===== src/rtl/if_fetch_unit_pkg.sv =====
// Shared definitions for the instruction-fetch stage: widths, stall-vector
// bit positions and the fetch FSM state encoding.
package if_fetch_unit_pkg;

    localparam int DATA_WIDTH = 32;

    // Positions inside the 6-bit ctrl stall vector.
    localparam int STOP_ID = 1;
    localparam int STOP_EX = 2;

    localparam logic NO_STOP = 1'b0;
    localparam logic STOP    = 1'b1;

    typedef enum logic [1:0] {
        IF_IDLE = 2'd0,
        IF_REQ  = 2'd1,
        IF_DROP = 2'd2
    } if_state_e;

    // ID stalled but EX free: IF/ID must present a nop rather than hold.
    function automatic logic is_id_bubble(input logic [5:0] stop_vec);
        return (stop_vec[STOP_ID] == STOP) && (stop_vec[STOP_EX] == NO_STOP);
    endfunction

endpackage


===== src/rtl/if_fifo.sv =====
// Small synchronous FIFO holding {pc, inst} pairs between the memory
// response and the IF/ID register. Head is visible combinationally.
module if_fifo #(
    parameter int W     = 64,
    parameter int DEPTH = 2
) (
    input  logic         clk,
    input  logic         rst,
    input  logic         push,
    input  logic [W-1:0] push_data,
    input  logic         pop,
    input  logic         clr,
    output logic         full,
    output logic         empty,
    output logic [W-1:0] head
);

    localparam int PW = $clog2(DEPTH);

    logic [W-1:0]  mem_reg [DEPTH];
    logic [PW:0]   wr_ptr_reg;
    logic [PW:0]   rd_ptr_reg;
    logic          wr_en;
    logic          rd_en;

    assign wr_en = push && !full && !clr;
    assign rd_en = pop && !empty && !clr;

    // Extra pointer bit distinguishes full from empty when the indices match.
    assign empty = (wr_ptr_reg == rd_ptr_reg);
    assign full  = (wr_ptr_reg[PW] != rd_ptr_reg[PW]) &&
                   (wr_ptr_reg[PW-1:0] == rd_ptr_reg[PW-1:0]);
    assign head  = mem_reg[rd_ptr_reg[PW-1:0]];

    always_ff @(posedge clk or posedge rst) begin
        if (rst) begin
            wr_ptr_reg <= '0;
            rd_ptr_reg <= '0;
        end else if (clr) begin
            wr_ptr_reg <= '0;
            rd_ptr_reg <= '0;
        end else begin
            if (wr_en) wr_ptr_reg <= wr_ptr_reg + 1'b1;
            if (rd_en) rd_ptr_reg <= rd_ptr_reg + 1'b1;
        end
    end

    genvar gi;
    generate
        for (gi = 0; gi < DEPTH; gi++) begin : g_entry
            always_ff @(posedge clk) begin
                if (wr_en && (wr_ptr_reg[PW-1:0] == PW'(gi)))
                    mem_reg[gi] <= push_data;
            end
        end
    endgenerate

endmodule


===== src/rtl/if_fetch_unit.sv =====
// Instruction-fetch stage: req/ack fetch FSM towards instruction memory,
// response FIFO, and the registered IF/ID outputs with stall/flush handling.
module if_fetch_unit
    import if_fetch_unit_pkg::*;
#(
    parameter int DW    = DATA_WIDTH,
    parameter int AW    = 32,
    parameter int DEPTH = 2
) (
    input  logic          clk,
    input  logic          rst,
    input  logic          fetch_en,
    input  logic [AW-1:0] fetch_pc,
    input  logic [5:0]    stop,
    input  logic          flush,
    output logic          stallreq_if,
    output logic          imem_req,
    output logic [AW-1:0] imem_addr,
    input  logic          imem_ack,
    input  logic [DW-1:0] imem_rdata,
    output logic          id_valid,
    output logic [AW-1:0] id_pc,
    output logic [DW-1:0] id_inst
);

    if_state_e          state_reg;
    logic               fifo_full;
    logic               fifo_empty;
    logic [AW+DW-1:0]   fifo_head;
    logic               push;
    logic               pop;
    logic               unused_stop;

    assign unused_stop = ^{stop[5:3], stop[0]};

    assign push = (state_reg == IF_REQ) && imem_ack && !flush;
    assign pop  = !flush && (stop[STOP_ID] == NO_STOP) && !fifo_empty;

    // The PC holds until its own address is accepted, then advances on that edge.
    assign stallreq_if = fetch_en && !push;

    if_fifo #(
        .W     (AW + DW),
        .DEPTH (DEPTH)
    ) u_fifo (
        .clk       (clk),
        .rst       (rst),
        .push      (push),
        .push_data ({imem_addr, imem_rdata}),
        .pop       (pop),
        .clr       (flush),
        .full      (fifo_full),
        .empty     (fifo_empty),
        .head      (fifo_head)
    );

    always_ff @(posedge clk or posedge rst) begin
        if (rst) begin
            state_reg <= IF_IDLE;
            imem_req  <= 1'b0;
            imem_addr <= '0;
        end else begin
            case (state_reg)
                IF_IDLE: begin
                    if (fetch_en && !flush && !fifo_full) begin
                        imem_addr <= fetch_pc;
                        imem_req  <= 1'b1;
                        state_reg <= IF_REQ;
                    end
                end
                IF_REQ: begin
                    // A flush arriving with the ack simply discards the data.
                    if (imem_ack) begin
                        imem_req  <= 1'b0;
                        state_reg <= IF_IDLE;
                    end else if (flush) begin
                        state_reg <= IF_DROP;
                    end
                end
                IF_DROP: begin
                    if (imem_ack) begin
                        imem_req  <= 1'b0;
                        state_reg <= IF_IDLE;
                    end
                end
                default: begin
                    imem_req  <= 1'b0;
                    state_reg <= IF_IDLE;
                end
            endcase
        end
    end

    always_ff @(posedge clk or posedge rst) begin
        if (rst) begin
            id_valid <= 1'b0;
            id_pc    <= '0;
            id_inst  <= '0;
        end else if (flush) begin
            id_valid <= 1'b0;
            id_inst  <= '0;
        end else if (stop[STOP_ID] == STOP) begin
            if (is_id_bubble(stop)) begin
                id_valid <= 1'b0;
                id_inst  <= '0;
            end
        end else if (!fifo_empty) begin
            id_valid <= 1'b1;
            id_pc    <= fifo_head[AW+DW-1:DW];
            id_inst  <= fifo_head[DW-1:0];
        end else begin
            id_valid <= 1'b0;
            id_inst  <= '0;
        end
    end

endmodule


===== config.mk =====
export PLATFORM = sky130hd
export DESIGN_NAME = if_fetch_unit
export DESIGN_NICKNAME = d
export VERILOG_FILES = /design/src/rtl/if_fetch_unit_pkg.sv /design/src/rtl/if_fifo.sv /design/src/rtl/if_fetch_unit.sv
export SDC_FILE = /design/constraint.sdc
export NUM_CORES = 1
export LEC_CHECK = 0
export CORE_MARGIN = 3
export CORE_UTILIZATION = 30
export CTS_CLUSTER_DIAMETER = 50
export DETAILED_ROUTE_END_ITERATION = 12
export PLACE_DENSITY = 0.55
export SYNTH_ARGS = -nofsm -noshare
export SYNTH_HDL_FRONTEND = slang
export SYNTH_SLANG_ARGS = --single-unit

===== constraint.sdc =====
create_clock -name clk -period 6.8 [get_ports clk]
set_clock_uncertainty 0.2 [all_clocks]
set_input_delay 1.36 -clock clk [delete_from_list [all_inputs] [get_ports clk]]
set_output_delay 1.36 -clock clk [all_outputs]
set_load 0.03 [all_outputs]

; ---- After elaboration in Yosys (flattened, before gate mapping)
; Memory sizes are Yosys's and may differ from the RTL's.
; Index checks and enable logic that the tools add are counted.
[word_totals]
reg_bits = 104
inputBits = 75
ramBits = 128
out_inout_bits = 99
n_memories = 1
wordCells = 81
[memory_table]
columns = name, depth, word_bits, rd, rd_ports_with_merged_regs, write_ports, line
row1 = u_fifo.mem_reg, 2, 64, 1, 0, 1, if_fifo.sv:20  ; logic [W-1:0] mem_reg [DEPTH];
[op_classes]
n_mux = 27
n_addsub = 2
reduce_logical = 28
bitwise_logic = 5
eq_ne = 10
[op_table]
columns = cell, n
row1 = 32-bit two-way mux, 4
row2 = 64-bit two-way mux, 1
row3 = 64-bit OR reduction, 1
row4 = 2-bit two-way mux, 8
row5 = 1-bit logical AND, 15
row6 = 1-bit two-way mux, 12
row7 = 2-bit case mux with 3 select lines, 1
row8 = 3-bit AND reduction, 2
row9 = 1-bit inverter, 5
row10 = "2-bit by 1-bit adder with 2-bit output, second input constant", 2
row11 = 1-bit zero test, 4
row12 = "2-bit inequality test, second input constant", 2
row13 = 2-bit AND reduction, 2
row14 = 2-bit nonzero test, 2
row15 = "3-bit by 1-bit inequality test with 1-bit output, second input constant", 1
row16 = "3-bit inequality test, second input constant", 1
row17 = "2-bit by 1-bit == test with 1-bit output, second input constant", 1
row18 = 2-bit == test, 1
row19 = "2-bit == test, second input constant", 1
row20 = 2-bit zero test, 1
row21 = "2-bit by 1-bit inequality test with 1-bit output, second input constant", 1
row22 = 1-bit case mux with 2 select lines, 1
row23 = 2-bit OR reduction, 1
row24 = 1-bit == test, 1
row25 = 1-bit inequality test, 1

; ---- Longest topological paths before layout
; Gate-level depths: netlist of run 1.
[depth]
ltp_word = 10
ltp_mapped = 7
depth_no_buf = 6

; ---- Hierarchy
; From an unflattened synthesis of run 1, not the netlist that was laid out.
[hier_totals]
hier_cells = 470
area_unflattened_um2 = 8827.2
[modules_own_cells]
columns = module, seq_area_each_um2, n_inst, cells_each, area_each_um2
row1 = if_fifo, 3943.8, 1, 232, 4884.7
row2 = if_fetch_unit, 2502.4, 1, 238, 3942.5

; ---- Worst setup path after synthesis of run 1
; OpenSTA, ideal clock, no wires.
[synth_timing]
kind = in2reg
startpoint = in imem_ack
endpoint = mem u_fifo.mem_reg[0][0] (enable)
slack_ns = -0.283
cell_stages = 3
t_arrival_ns = 6.305
setup_time_ns = 0.578
required_time_ns = 6.022
path_cell_list = nand2_1 > a21oi_1 > nor3b_1
[synth_via]
elab_chain_cells = 9
elab_cells_between_ends = 13
cone_classes = mux: 6 / reduce/logical: 7
[synth_rtl]
columns = item, line
row1 = start: declaration, if_fetch_unit.sv:19  ; input logic imem_ack,
row2 = 1-bit logical AND * (2 in series), if_fetch_unit.sv:36  ; assign push = (state_reg == IF_REQ) && imem_ack && !flush;
row3 = 1-bit logical AND * (2 in series), if_fifo.sv:26  ; assign wr_en = push && !full && !clr;
row4 = 1-bit logical AND, if_fifo.sv:52  ; if (wr_en && (wr_ptr_reg[PW-1:0] == PW'(gi)))
row5 = 1-bit two-way mux, if_fifo.sv:52
row6 = 1-bit two-way mux (implied by the code), if_fifo.sv:53  ; mem_reg[gi] <= push_data;
row7 = 64-bit OR reduction (no line), n/a
row8 = 1-bit two-way mux (no line), n/a
row9 = end: declaration, if_fifo.sv:20
; Mark *: on every way between the ends. The rest lies on a longest branch, timed or not.

; ---- Final worst setup path of run 1
[layout_timing]
startpoint = in flush
endpoint = out stallreq_if
[layout_via]
elab_chain_cells = 4
[layout_rtl]
columns = item, line
row1 = start: declaration, if_fetch_unit.sv:15  ; input logic flush,
row2 = 1-bit zero test, if_fetch_unit.sv:36
row3 = 1-bit logical AND, if_fetch_unit.sv:36
row4 = 1-bit zero test, if_fetch_unit.sv:40  ; assign stallreq_if = fetch_en && !push;
row5 = 1-bit logical AND, if_fetch_unit.sv:40
row6 = end: declaration, if_fetch_unit.sv:16  ; output logic stallreq_if,
; Every way passes these cells.

==> metrics.yaml, run 1 <==
power:
  power_per_cell_area_mw_per_mm2: 421.1
  power_switching_share_pct: 31.87
  power.leakage_nw: 4.311
  p_int_mw: 3.329
  pwr-share-clk_pct: 29.8
  seq_power_share_pct: 41.9
  switching_power_mw: 1.557
  share_comb_of_total_power_pct: 28.3
  vdd_drop_max_mv: 0.2825
yosys:
  yosys.cell_types.count: 27
  most_frequently_used_flop_master_after_synthesis: "sky130_fd_sc_hd__edfxtp_1"
  syn-mean-instance-area_um2: 16.16
  ys_seq_area_share_pct: 74.97
  synth_area_leaders: "sky130_fd_sc_hd__edfxtp_1 45%, sky130_fd_sc_hd__dfrtp_1 30%, sky130_fd_sc_hd__mux2i_1 7.7%"
  synth.net_count: 610
  synth_top_area_cell: "sky130_fd_sc_hd__edfxtp_1"
  ys_warn_count: 0
  synth.cell_area_mm2: 0.008598
  synth_top_area_share_pct: 44.70
  synthesis.instances: 532
  most_used_standard_cell_by_instance_count_after_synthesis: "sky130_fd_sc_hd__edfxtp_1"
  synth_enable_flop_cells: 128
  synth_common_cells: "128 x sky130_fd_sc_hd__edfxtp_1, 104 x sky130_fd_sc_hd__dfrtp_1, 69 x sky130_fd_sc_hd__nand2_1"
  synthArstFlopShare_pct: 44.83
  postSynthRegisterBits: 232
clock_tree:
  cts_htree_levels: 1
  post_cts.resized_instances: 0
  ctsLongestPathBuffers: 3
  cts.sink_count: 232
  cts-buffers-inserted: 29
  holdBufCountCts: 0
  cts_root_buf: "sky130_fd_sc_hd__clkbuf_16"
  tritoncts: "yes"
  clk_latency_ns: 0.52
  path_clk_slew_ns: 0.06
  postCtsSetupRepairBufs: 0
detailed_routing:
  detail_route.first_pass.iterations: 4
  via_count: 4908
  finalWirelength_um: 18410
  avgRoutedWirePerCell_um: 16.56
  vias_per_cell: 4.414
  detail-route-antenna-nets: 0
  drc_markers: 0
  initialDrtViolationCount: 309
sta:
  setup_tns_ns: 0
  tightestPinTransition_ns: 0.9073
  relSlewSlack_pct: 39.51
  fmax_ghz: 0.2205
  fin_hold_ws_ns: 0.2784
  unrepaired_setup_endpoints_after_global_routing: "false"
  hold_violations: 0
  final_setup_fails: 0
  finalCritPeriodShare_pct: 66.71
  post-route-min-period_ns: 4.536
  total_count_of_max_transition_violations_in_the_final_report: 0
critical_path:
  cpLargestDelayFamily: "buffers and inverters"
  critPathMaxStageDelay_ns: 0.68
  worstPathArrival_ns: 2.98
  crit-reg2reg-launch: "u_fifo.rd_ptr_reg[0]$_DFFE_PP0P_"
  worst_path_required_ns: 5.24
  worstSetupPathType: "primary input to output port"
  cp_cell_sequence: "clkdlybuf4s50_1 > nor2_1 > nor2b_1 > clkdlybuf4s50_1"
  crit_slowest_cell: "sky130_fd_sc_hd__clkdlybuf4s50_1"
  path_common_cell: "sky130_fd_sc_hd__clkdlybuf4s50_1"
  rr_worst_depth: 5
  r2r_setup_slack_ns: 3.74
  timing.critical_path.from_type: "primary input"
  critical_path_buf_inv_count: 2
  worst-path-max-fanout: 9
  worst_reg2reg_path_endpoint: "u_fifo.rd_ptr_reg[1]$_DFFE_PP0P_"
  setup.worst_path.end_class: "output port"
min_path:
  timing.hold.worst.class: "register to register"
  holdCritStartpoint: "id_inst[5]$_DFFE_PP0P_"
  worst_hold_path.num_cells: 2
  timing.hold.worst_endpoint: "id_inst[5]$_DFFE_PP0P_"
finish:
  ratio_of_cells_with_drive_above_1_in_the_final_layout_pct: 12.40
  max_ffs_per_register: 128
  final_net_count: 790
  antenna-diode-count: 0
  flow.area_growth_from_synthesis_pct: 34.95
global_routing:
  grt-ovfl-total: 0
  antenna_found_initial: 0
  grt_start_max_net_pins: 70
  first_global_vias: 5446
  groute.usage.overall_pct: 11.95
  grt_first_pass_wirelength_um: 29500
placement:
  routabilityCongestion: 0.7535
  detailed_place_hpwl_um: 11570
  buffer_ports.inserted: 169
die:
  core.rowCount: 61
  floorplan.die.height_um: 175.3
  dieWidth_um: 175.3
  coreArea_mm2: 0.02801
  io_pins: 174
  initial_utilization_pct: 30.70
  die-area_mm2: 0.03073
job:
  cap_viol_max_count: 0
run_status:
  run_status: "finished, final reports clean"
[power groups by stage]
stage | combinational, mW | sequential, mW | clock (mW)
3_3_place_gp | 1.39 | 2.06 | 0
6_report | 1.38 | 2.05 | 1.46
5_1_grt | 1.47 | 2.09 | 1.57
4_1_cts | 1.41 | 2.05 | 1.50
3_5_place_dp | 1.40 | 2.08 | 0
2_1_floorplan | 0.415 | 2.43 | 0
[stage by stage]
step / cells / utilization, % / setup WS, ns / area, µm² / total power [mW]
finish: 1112 / 41.43 / 2.264 / 11600 / 4.886
global route: 1112 / 41.43 / 2.158 / 11600 / 5.134
CTS: 1112 / 41.43 / 2.240 / 11600 / 4.964
detailed placement: 1059 / 38.15 / 2.248 / 10690 / 3.479
global placement: 1059 / 38.15 / 2.205 / 10690 / 3.447
floorplan: 532 / - / 1.234 / 8603 / 2.846
[area by class of cell]
class | instances | area (µm²)
fillers | 2570 | 16410
flip-flops and latches | 232 | 6450
multi-input cells | 266 | 1987
repair buffers | 177 | 1752
clock buffers | 37 | 765.7
well taps | 378 | 473.0
clock inverters | 16 | 151.4
inverters | 6 | 25.02
[layout by cell type (no fill, tap or decap), types with 7 or more instances in the layout]
| cell | instances |
|---|---|
| sky130_fd_sc_hd__mux2i_1 | 66 |
| sky130_fd_sc_hd__clkbuf_16 | 29 |
| sky130_fd_sc_hd__mux2_4 | 30 |
| sky130_fd_sc_hd__buf_4 | 8 |
| sky130_fd_sc_hd__clkbuf_1 | 7 |
| sky130_fd_sc_hd__edfxtp_1 | 128 |
| sky130_fd_sc_hd__o21ai_0 | 65 |
| sky130_fd_sc_hd__nand2_1 | 69 |
| sky130_fd_sc_hd__dfrtp_1 | 103 |
| sky130_fd_sc_hd__clkdlybuf4s50_1 | 169 |
[per-layer routing]
metal  vias to the layer above  track usage [%]  routed length, µm
met4                         0            2.759                282
met5                         -                0                  0
li1                       2271                -                  -
met2                       142            20.85               9147
met1                      2471            15.00               7823
met3                        24            3.005               1157
[worst min-delay path, cell delays in order (launching register included)]
cell                      delay (ns)
sky130_fd_sc_hd__dfrtp_1        0.34
sky130_fd_sc_hd__nand2_1        0.04
sky130_fd_sc_hd__o21ai_0        0.06
[how the worst max path moves through the flow]
stage,from,endpoint,slack (ns),cells after the start
CTS,flush,stallreq_if,2.24,4
global route,flush,stallreq_if,2.16,4
global placement,flush,stallreq_if,2.21,4
detailed placement,flush,stallreq_if,2.25,4
finish,flush,stallreq_if,2.26,4
floorplan,flush,u_fifo.mem_reg[1][0]$_DFFE_PP_,1.23,4
[logic make-up after synthesis]
family,Yosys count,share of synthesized area [%]
multiplexers,98,13.18
XOR/XNOR,6,0.6985
flip-flops,232,74.97
AND/OR/NAND/NOR,84,3.958
AO/OA/AOI/OAI,75,4.482
buffers and inverters,34,2.270
adder cells (fa/ha/maj),3,0.4366
Power figures use the tool's default switching activity.
==> run 2: changes to the inputs <==
Settings changed: PLACE_DENSITY 0.55 to 0.53.
Clock period 6.8 ns to 4.58 ns, I/O delays scaled along.
==> run 2 against run 1 <==
Net effect:
- die area did not move
- clock-buffer cell count rose by 5
- register-to-register slack got worse by 1.6 ns
- global-route usage fell by 0.19 points
- design area rose by 0.23%
- highest routed layer unchanged
- sequential power rose by 48%
- worst hold slack got worse by 0.00069 ns
- worst setup slack got worse by 1.4 ns
- total power rose by 48%
- utilization rose by 0.094 points
- routed wire length fell by 0.97%
==> metrics.yaml, run 2 (synthesized netlist as in run 1, its figures left out) <==
die:
  initial_utilization_pct: 30.70  # unchanged
  coreArea_mm2: 0.02801  # unchanged
  dieWidth_um: 175.3  # unchanged
  die-area_mm2: 0.03073  # unchanged
  core.rowCount: 61  # unchanged
  floorplan.die.height_um: 175.3  # unchanged
  io_pins: 174  # unchanged
finish:
  max_ffs_per_register: 128  # unchanged
  antenna-diode-count: 0  # unchanged
  area_used_by_sequential_logic_in_the_layout_mm2: 0.006450  # unchanged
  nFillCells: 2568  # -0.078%
  mostFrequentLayoutCell: "sky130_fd_sc_hd__clkdlybuf4s50_1"
  final_net_count: 789  # -0.13%
  flow.area_growth_from_synthesis_pct: 35.26
  multiInputGateArea_mm2: 0.001987  # unchanged
  ratio_of_cells_with_drive_above_1_in_the_final_layout_pct: 12.28  # -0.12 points
  commonest_cells_after_routing_fill_and_taps_aside: "169 x sky130_fd_sc_hd__clkdlybuf4s50_1, 128 x sky130_fd_sc_hd__edfxtp_1, 103 x sky130_fd_sc_hd__dfrtp_1"
  finish.instance_area_mm2: 0.01163  # +0.23%
placement:
  routabilityCongestion: 0.7356  # -2.4%
  placement.cell_area_mm2: 0.01072  # +0.28%
  buffer_ports.inserted: 169  # unchanged
  detailed_place_hpwl_um: 11350  # -1.9%
critical_path:
  cp_cell_sequence: "clkdlybuf4s50_1 > nor2_1 > nor2b_1 > clkdlybuf4s50_1"
  worstSetupPathType: "primary input to output port"
  setup.worst_path.end_class: "output port"
  worst_path_required_ns: 3.46  # -1.78 ns
  crit_slowest_cell: "sky130_fd_sc_hd__clkdlybuf4s50_1"
  path_common_cell: "sky130_fd_sc_hd__clkdlybuf4s50_1"
  worstPathArrival_ns: 2.57  # -0.41 ns
  critPathMaxStageDelay_ns: 0.71  # +0.03 ns
  worst-path-max-fanout: 9  # unchanged
  timing.critical_path.from_type: "primary input"
clock_tree:
  cts.sink_count: 232  # unchanged
  cts_root_buf: "sky130_fd_sc_hd__clkbuf_16"
  path_clk_slew_ns: 0.05  # about the same
  cts-buffers-inserted: 29  # unchanged
  ctsLongestPathBuffers: 3  # unchanged
  post_cts.resized_instances: 0  # unchanged
  postCtsSetupRepairBufs: 0  # unchanged
  clk_latency_ns: 0.52  # about the same
  tritoncts: "yes"
  holdBufCountCts: 0  # unchanged
  cts_htree_levels: 1  # unchanged
detailed_routing:
  detail-route-antenna-nets: 0  # unchanged
  vias_per_cell: 4.335  # -1.8%
  avgRoutedWirePerCell_um: 16.41  # -0.88%
  detail_route.first_pass.iterations: 4  # unchanged
  drc_markers: 0  # unchanged
  via_count: 4816  # -1.9%
  initialDrtViolationCount: 199  # -36%
  finalWirelength_um: 18230  # -0.97%
power:
  vdd_drop_max_mv: 0.4023  # +42%
  power.leakage_nw: 4.306  # -0.10%
  power_per_cell_area_mw_per_mm2: 621.0  # +47%
sta:
  fmax_ghz: 0.2714
  total_count_of_max_transition_violations_in_the_final_report: 0  # unchanged
  unrepaired_setup_endpoints_after_global_routing: "false"
  post-route-min-period_ns: 3.684
  hold_violations: 0  # unchanged
  tightestPinTransition_ns: 0.9852  # +0.07785 ns
  relSlewSlack_pct: 34.32  # -5.2 points
  finalCritPeriodShare_pct: 80.44
  final_setup_fails: 0  # unchanged
  setup_tns_ns: 0  # unchanged
global_routing:
  grt-ovfl-total: 0  # unchanged
  antenna_found_initial: 0  # unchanged
  first_global_vias: 5393  # -0.97%
  grt_first_pass_wirelength_um: 28920  # -1.9%
  grt_start_max_net_pins: 70  # unchanged
  groute.usage.overall_pct: 11.76  # -0.19 points
run_status:
  run_status: "finished, final reports clean"
job:
  cap_viol_max_count: 0  # unchanged
min_path:
  timing.hold.worst.class: "register to register"
-- run 2: per-stage QoR --
stage	hold slack [ns]	util, %	total power, mW	std cells	worst slack (ns)
after detailed placement	0.2732	38.26	5.181	1058	0.8798
after CTS	0.2854	41.52	7.340	1111	0.8746
after global routing	0.3189	41.52	7.591	1111	0.7985
after global placement	0.2596	38.26	5.126	1058	0.8855
after floorplan	0.3025	-	4.225	532	0.2352
final	0.2778	41.52	7.223	1111	0.8960
-- run 2: routing by layer --
layer,part of all wire [%],global-route usage [%]
met3,6.6,3.091
met5,0,0
met2,49,20.35
met1,43,14.78
met4,1.5,2.826
-- run 2: layout make-up --
| cell class | count | share of cell area (%) |
|---|---|---|
| clock buffer | 42 | 7.004 |
| clock inverter | 11 | 0.8499 |
| inverter | 6 | 0.2152 |
| multi-input combinational | 266 | 17.08 |
| sequential | 232 | 55.46 |
| tap | 378 | 4.067 |
| timing repair buffer | 176 | 15.32 |
-- run 2: worst max-delay path, delay by kind of cell --
family / cells / cell delay, ns
buffers and inverters: 2 / 1.39
and+or+nand+nor: 2 / 0.26
-- run 2: final timing paths --
kind | slack [ns] | startpoint | end | cells after the start
max | 0.90 | flush | stallreq_if | 4
min | 0.28 | id_inst[29]$_DFFE_PP0P_ | id_inst[29]$_DFFE_PP0P_ | 2
max reg2reg | 2.13 | u_fifo.rd_ptr_reg[0]$_DFFE_PP0P_ | imem_addr[2]$_DFFE_PP0P_ | 4
min reg2reg | 0.28 | id_inst[29]$_DFFE_PP0P_ | id_inst[29]$_DFFE_PP0P_ | 2
max in group asynchronous | 2.59 | rst | id_inst[17]$_DFFE_PP0P_ | 3
min in group asynchronous | 0.74 | rst | id_pc[3]$_DFFE_PP0P_ | 2
-- run 2: power by group --
part	total [mW]	internal [mW]	switching [mW]	leakage, nW
clock	2.11	1.29	0.824	0.442
sequential	3.03	2.71	0.315	2.49
combinational	2.08	0.935	1.15	1.38
total	7.22	4.94	2.28	4.31
